[src/rtl/conv_peak_stream.sv]
// rtl/conv_peak_stream.sv - symmetric FIR over a pixel line, reports peak score and position
module conv_peak_stream #(
  parameter int LINE_LEN = 120,
  parameter int TAPS     = 16,
  parameter int PIX_W    = 8,
  parameter int COEF_W   = 8,
  localparam int ACC_W   = PIX_W + COEF_W + $clog2(TAPS),
  localparam int POS_W   = $clog2(LINE_LEN)
) (
  input  logic                       clk,
  input  logic                       rst_n,
  input  logic                       pix_valid,
  input  logic                       pix_sol,
  input  logic [PIX_W-1:0]           pix_data,
  input  logic [TAPS/2*COEF_W-1:0]   coef,
  input  logic [ACC_W-1:0]           threshold,
  input  logic                       res_ready,
  output logic                       res_valid,
  output logic [ACC_W-1:0]           res_maxval,
  output logic [POS_W-1:0]           res_maxpos,
  output logic                       res_found,
  output logic                       res_overrun
);

  localparam logic [POS_W-1:0] LAST_TAP = POS_W'(TAPS - 1);
  localparam logic [POS_W-1:0] LAST_PIX = POS_W'(LINE_LEN - 1);

  typedef enum logic [1:0] {IDLE, FILL, RUN, DONE} state_t;

  // Kernel is stored as one half; tap k mirrors onto coefficient min(k, TAPS-1-k).
  function automatic int half_idx(input int k);
    return (k < TAPS - 1 - k) ? k : TAPS - 1 - k;
  endfunction

  state_t                     state;
  logic [POS_W-1:0]           cnt;
  logic [PIX_W-1:0]           win [TAPS];
  logic [PIX_W-1:0]           win_nx [TAPS];
  logic [TAPS/2*COEF_W-1:0]   coef_q;
  logic [ACC_W-1:0]           thr_q;

  logic                       take;
  logic [POS_W-1:0]           pos;
  logic                       emit;
  logic [ACC_W-1:0]           score;

  logic                       s1_valid;
  logic                       s1_first;
  logic                       s1_last;
  logic [ACC_W-1:0]           s1_score;
  logic [POS_W-1:0]           s1_pos;

  logic [ACC_W-1:0]           max_val;
  logic [POS_W-1:0]           max_pos;
  logic                       upd;
  logic [ACC_W-1:0]           cur_val;
  logic [POS_W-1:0]           cur_pos;

  // A pixel is consumed when it starts a line or continues one in progress;
  // stray non-sol pixels in IDLE/DONE are dropped.
  assign take = pix_valid && (pix_sol || state == FILL || state == RUN);
  assign pos  = pix_sol ? '0 : cnt;
  assign emit = take && (pos >= LAST_TAP);

  // Window as it will look after this pixel shifts in (index 0 = oldest).
  always_comb begin
    for (int k = 0; k < TAPS - 1; k++) begin
      win_nx[k] = win[k+1];
    end
    win_nx[TAPS-1] = pix_data;
  end

  // Full-precision dot product of the incoming window with the mirrored kernel.
  always_comb begin
    score = '0;
    for (int k = 0; k < TAPS; k++) begin
      score = score + ACC_W'(win_nx[k]) * ACC_W'(coef_q[half_idx(k)*COEF_W +: COEF_W]);
    end
  end

  // Line-tracking FSM: state, pixel index, window shift register and per-line latches.
  always_ff @(posedge clk or negedge rst_n) begin
    if (!rst_n) begin
      state  <= IDLE;
      cnt    <= '0;
      coef_q <= '0;
      thr_q  <= '0;
      for (int k = 0; k < TAPS; k++) begin
        win[k] <= '0;
      end
    end else begin
      if (take) begin
        cnt <= pos + 1'b1;
        for (int k = 0; k < TAPS; k++) begin
          win[k] <= win_nx[k];
        end
      end
      if (pix_valid && pix_sol) begin
        coef_q <= coef;
        thr_q  <= threshold;
      end
      case (state)
        IDLE: begin
          if (take) state <= FILL;
        end
        FILL, RUN: begin
          if (take) begin
            if (pix_sol)               state <= FILL;
            else if (pos == LAST_PIX)  state <= DONE;
            else if (pos == LAST_TAP)  state <= RUN;
          end
        end
        DONE: begin
          if (take)                      state <= FILL;
          else if (s1_valid && s1_last)  state <= IDLE;
        end
        default: state <= IDLE;
      endcase
    end
  end

  // Score register stage; tags the window with its start index and line-boundary flags.
  always_ff @(posedge clk or negedge rst_n) begin
    if (!rst_n) begin
      s1_valid <= 1'b0;
      s1_first <= 1'b0;
      s1_last  <= 1'b0;
      s1_score <= '0;
      s1_pos   <= '0;
    end else begin
      s1_valid <= emit;
      if (emit) begin
        s1_score <= score;
        s1_pos   <= pos - LAST_TAP;
        s1_first <= (pos == LAST_TAP);
        s1_last  <= (pos == LAST_PIX);
      end
    end
  end

  // Window 0 seeds the max, so leftovers from an aborted line never leak forward;
  // strict compare keeps the earliest window on ties.
  assign upd     = s1_valid && (s1_first || (s1_score > max_val));
  assign cur_val = upd ? s1_score : max_val;
  assign cur_pos = upd ? s1_pos   : max_pos;

  // Running-max compare stage.
  always_ff @(posedge clk or negedge rst_n) begin
    if (!rst_n) begin
      max_val <= '0;
      max_pos <= '0;
    end else if (s1_valid) begin
      max_val <= cur_val;
      max_pos <= cur_pos;
    end
  end

  // Result holding register: load on line completion if free, else drop and flag overrun.
  always_ff @(posedge clk or negedge rst_n) begin
    if (!rst_n) begin
      res_valid   <= 1'b0;
      res_maxval  <= '0;
      res_maxpos  <= '0;
      res_found   <= 1'b0;
      res_overrun <= 1'b0;
    end else if (s1_valid && s1_last) begin
      if (!res_valid || res_ready) begin
        res_valid  <= 1'b1;
        res_maxval <= cur_val;
        res_maxpos <= cur_pos;
        res_found  <= (cur_val >= thr_q);
      end else begin
        res_overrun <= 1'b1;
      end
    end else if (res_valid && res_ready) begin
      res_valid <= 1'b0;
    end
  end

endmodule

[config.mk]
export PLATFORM = sky130hd
export DESIGN_NAME = conv_peak_stream
export DESIGN_NICKNAME = d
export VERILOG_FILES = /design/src/rtl/conv_peak_stream.sv
export SDC_FILE = /design/constraint.sdc
export NUM_CORES = 2
export LEC_CHECK = 0
export BUFFER_PORTS_ARGS = -buffer_cell sky130_fd_sc_hd__buf_2
export CELL_PAD_IN_SITES_DETAIL_PLACEMENT = 1
export CELL_PAD_IN_SITES_GLOBAL_PLACEMENT = 1
export CORE_ASPECT_RATIO = 0.9
export CORE_MARGIN = 3
export CORE_UTILIZATION = 47
export DETAILED_ROUTE_END_ITERATION = 16
export HOLD_SLACK_MARGIN = 0.03
export PLACE_DENSITY = 0.77
export SLEW_MARGIN = 20
export SYNTH_ARGS = -nofsm -noshare
export SYNTH_HDL_FRONTEND = slang
export SYNTH_SLANG_ARGS = --single-unit
[constraint.sdc]
create_clock -name clk -period 8.2 [get_ports clk]
set_clock_uncertainty 0.2 [all_clocks]
set_input_delay 0 -clock clk [delete_from_list [all_inputs] [get_ports clk]]
set_output_delay 0 -clock clk [all_outputs]
set_load 0.01 [all_outputs]
==> flow_summary.ini <==
[global_route]
grt.total_usage = 0.3234
grt_max_degree = 137
grt_first_pass_wirelength_um = 265800
antenna_found_initial = 2
grt_pass1_vias = 44394
grt_overflow = 0

[yosys]
syn-cell-area_um2 = 49270
yosysWarnings = 0
async_flop_share = 1.000
synth-seq-cells = 300
syn_nets = 6638
synth_ff_type = dfrtp_1
synthCells = 5063
avgSynthCellArea_um2 = 9.731
ys_types = 60
synth-edff-count = 0
yosysSeqAreaShare = 0.1524

[timing]
setup_tns_ns = -3.746
fin_ws_ns = -0.4648
tightest_slew_ns = 1.183
fmax_mhz = 115.4
slew_viol_final = 0
relSlewSlack = 0.2113
post-route-period-util = 1.057
whs_ns = 0.1766
min_period_ns = 8.665
hold_violations = 0
grt_setup_unrepaired = yes
finalSetupViolCount = 12

[detailed_routing]
vias = 37624
via_per_inst = 5.300
wl_per_cell_um = 24.69
drc = 0
dr.pass1.iters = 5
ant_nets = 0
drt_iter0_drc = 2720
wl_um = 175300

[die]
die_width_um = 347.3
dieHeight_um = 313.1
coreArea_um2 = 103800
dieArea_um2 = 108700
io_pins = 127
rows = 112
start_util = 0.4744

[final_layout]
layout_commonest_cell = inv_1
layout-drive-gt1-share = 0.1981
syn_to_final_growth_pct = 20.15
fin_util = 0.5701
final_cell_mix = inv_1 (1172), fa_1 (901), nand2_1 (798)
fill_cells = 11386
final_nets = 7271

[worst_setup_path]
endpoint_kind = flop
cp-start-kind = flop
slowest_stage = fa_2
path_class = flop to flop
critPathMaxFanout = 4
crit_top_cell = fa_1
crit_required_ns = 8.58
cpPeakStageDelay_ns = 0.59
critical_path_arrival_ns = 9.04

[clock_tree]
insertion_delay_ns = 0.65
tritoncts = yes
clockBufferDepth = 3
path_clk_slew_ns = 0.07
clock-root-buffer = clkbuf_16
numCtsBuffers = 44
clock-sinks = 300
h-tree-depth = 2

[place]
place_ws_ns = -0.5665
hpwl_um = 133500
io_buffers = 126
place_congestion = 0.9259

[min_path]
min_path_type = input port to flop

[job]
maxCapViolations = 0

[outcome]
violations = setup timing
status = finished, violations left
cell type report:
class,count,area [um^2],area share
Multi-Input combinational cell,3300,36870,0.6228
Sequential cell,300,7595,0.1283
Timing Repair Buffer,819,6855,0.1158
Inverter,1231,4621,0.07806
Tap cell,1368,1712,0.02892
Clock buffer,57,1190,0.02010
Clock inverter,22,351.6,0.005939
Antenna cell,2,5.005,0.00008455
synthesized netlist by cell type, types with 3 or more instances:
cell | n | share of area
and2_1 | 639 | 0.081
o21a_1 | 4 | 0.00061
mux2i_1 | 3 | 0.00061
clkbuf_1 | 221 | 0.017
mux2_1 | 10 | 0.0023
inv_1 | 1231 | 0.094
buf_2 | 3 | 0.00030
nor3_1 | 4 | 0.00041
mux2_2 | 127 | 0.029
nand2_1 | 813 | 0.062
o31ai_1 | 5 | 0.00076
mux2_4 | 19 | 0.0058
a21o_1 | 11 | 0.0017
nand2b_1 | 6 | 0.00076
o21ai_0 | 39 | 0.0040
nand4_1 | 5 | 0.00063
xor2_1 | 8 | 0.0014
a31oi_1 | 3 | 0.00038
a211o_1 | 3 | 0.00053
nor3b_1 | 3 | 0.00046
dfrtp_1 | 300 | 0.15
ha_1 | 487 | 0.12
nand3_1 | 11 | 0.0011
xnor2_1 | 15 | 0.0027
fa_1 | 991 | 0.40
a21oi_1 | 28 | 0.0028
nor2_1 | 21 | 0.0016
nor2b_1 | 9 | 0.0011
metrics by stage:
step           instances  area [um^2]
3_5_place_dp        6734        53990
3_3_place_gp        6734        53990
4_1_cts             7052        58360
6_report            7099        59200
5_1_grt             7097        59190
2_1_floorplan       5063        49280
cells by family after synthesis:
kind of cell / Yosys count / synth area share
buf+inv: 1463 / 0.1127
mux: 159 / 0.03771
simple gates: 1522 / 0.1510
compound gates: 118 / 0.01572
fa+ha+maj: 1478 / 0.5264
xor+xnor: 23 / 0.004089
flops: 300 / 0.1524
sequential cells by signal, summed over array words and instances, names as in the netlist:
name         cells
cnt              7
coef_q          64
max_pos          7
max_val         20
res_found        1
res_maxpos       7
res_maxval      20
res_overrun      1
res_valid        1
s1_first         1
s1_last          1
s1_pos           7
s1_score        20
s1_valid         1
state            2
thr_q           20
win            120
routing by layer:
metal  wire (um)  share of wire  GRT usage  vias up
met4        8042          0.046     0.1166        0
met3       12370          0.071    0.05675      444
li1            -              -          -    15938
met5           0              0          0        -
met2       84730           0.48     0.5391     1493
met1       70110           0.40     0.4262    19749
final timing paths:
check | startpoint | to | slack (ns) | cells past startpoint
min in group asynchronous | rst_n | thr_q[1] | 0.39 | 4
max in group asynchronous | rst_n | coef_q[33] | 6.43 | 4
hold / removal | pix_data[7] | win[7] | 0.18 | 5
setup / recovery | win[44] | s1_score[19] | -0.46 | 28
setup reg to reg | win[44] | s1_score[19] | -0.46 | 28
hold reg to reg | s1_pos[4] | s1_pos[4] | 0.27 | 2
repair_timing:
item,in CTS,in global routing
hold buffers,201,0
pin swaps,68,153
setup buffers,39,46
setup endpoints to repair,14,14
hold endpoints to repair,496,0
resized for setup,185,185
cloned,0,0
worst max-delay path, delay by kind of cell, from the launching register on:
kind / cells / cell delay (ns)
adders and majority gates: 12 / 5.83
AOI/OAI and AO/OA: 5 / 1.07
buffers and inverters: 9 / 0.59
and+or+nand+nor: 2 / 0.49
DFF: 1 / 0.41
Power is not shown: default switching activity piles up to over one toggle a cycle in this logic, so the estimate is an artifact.
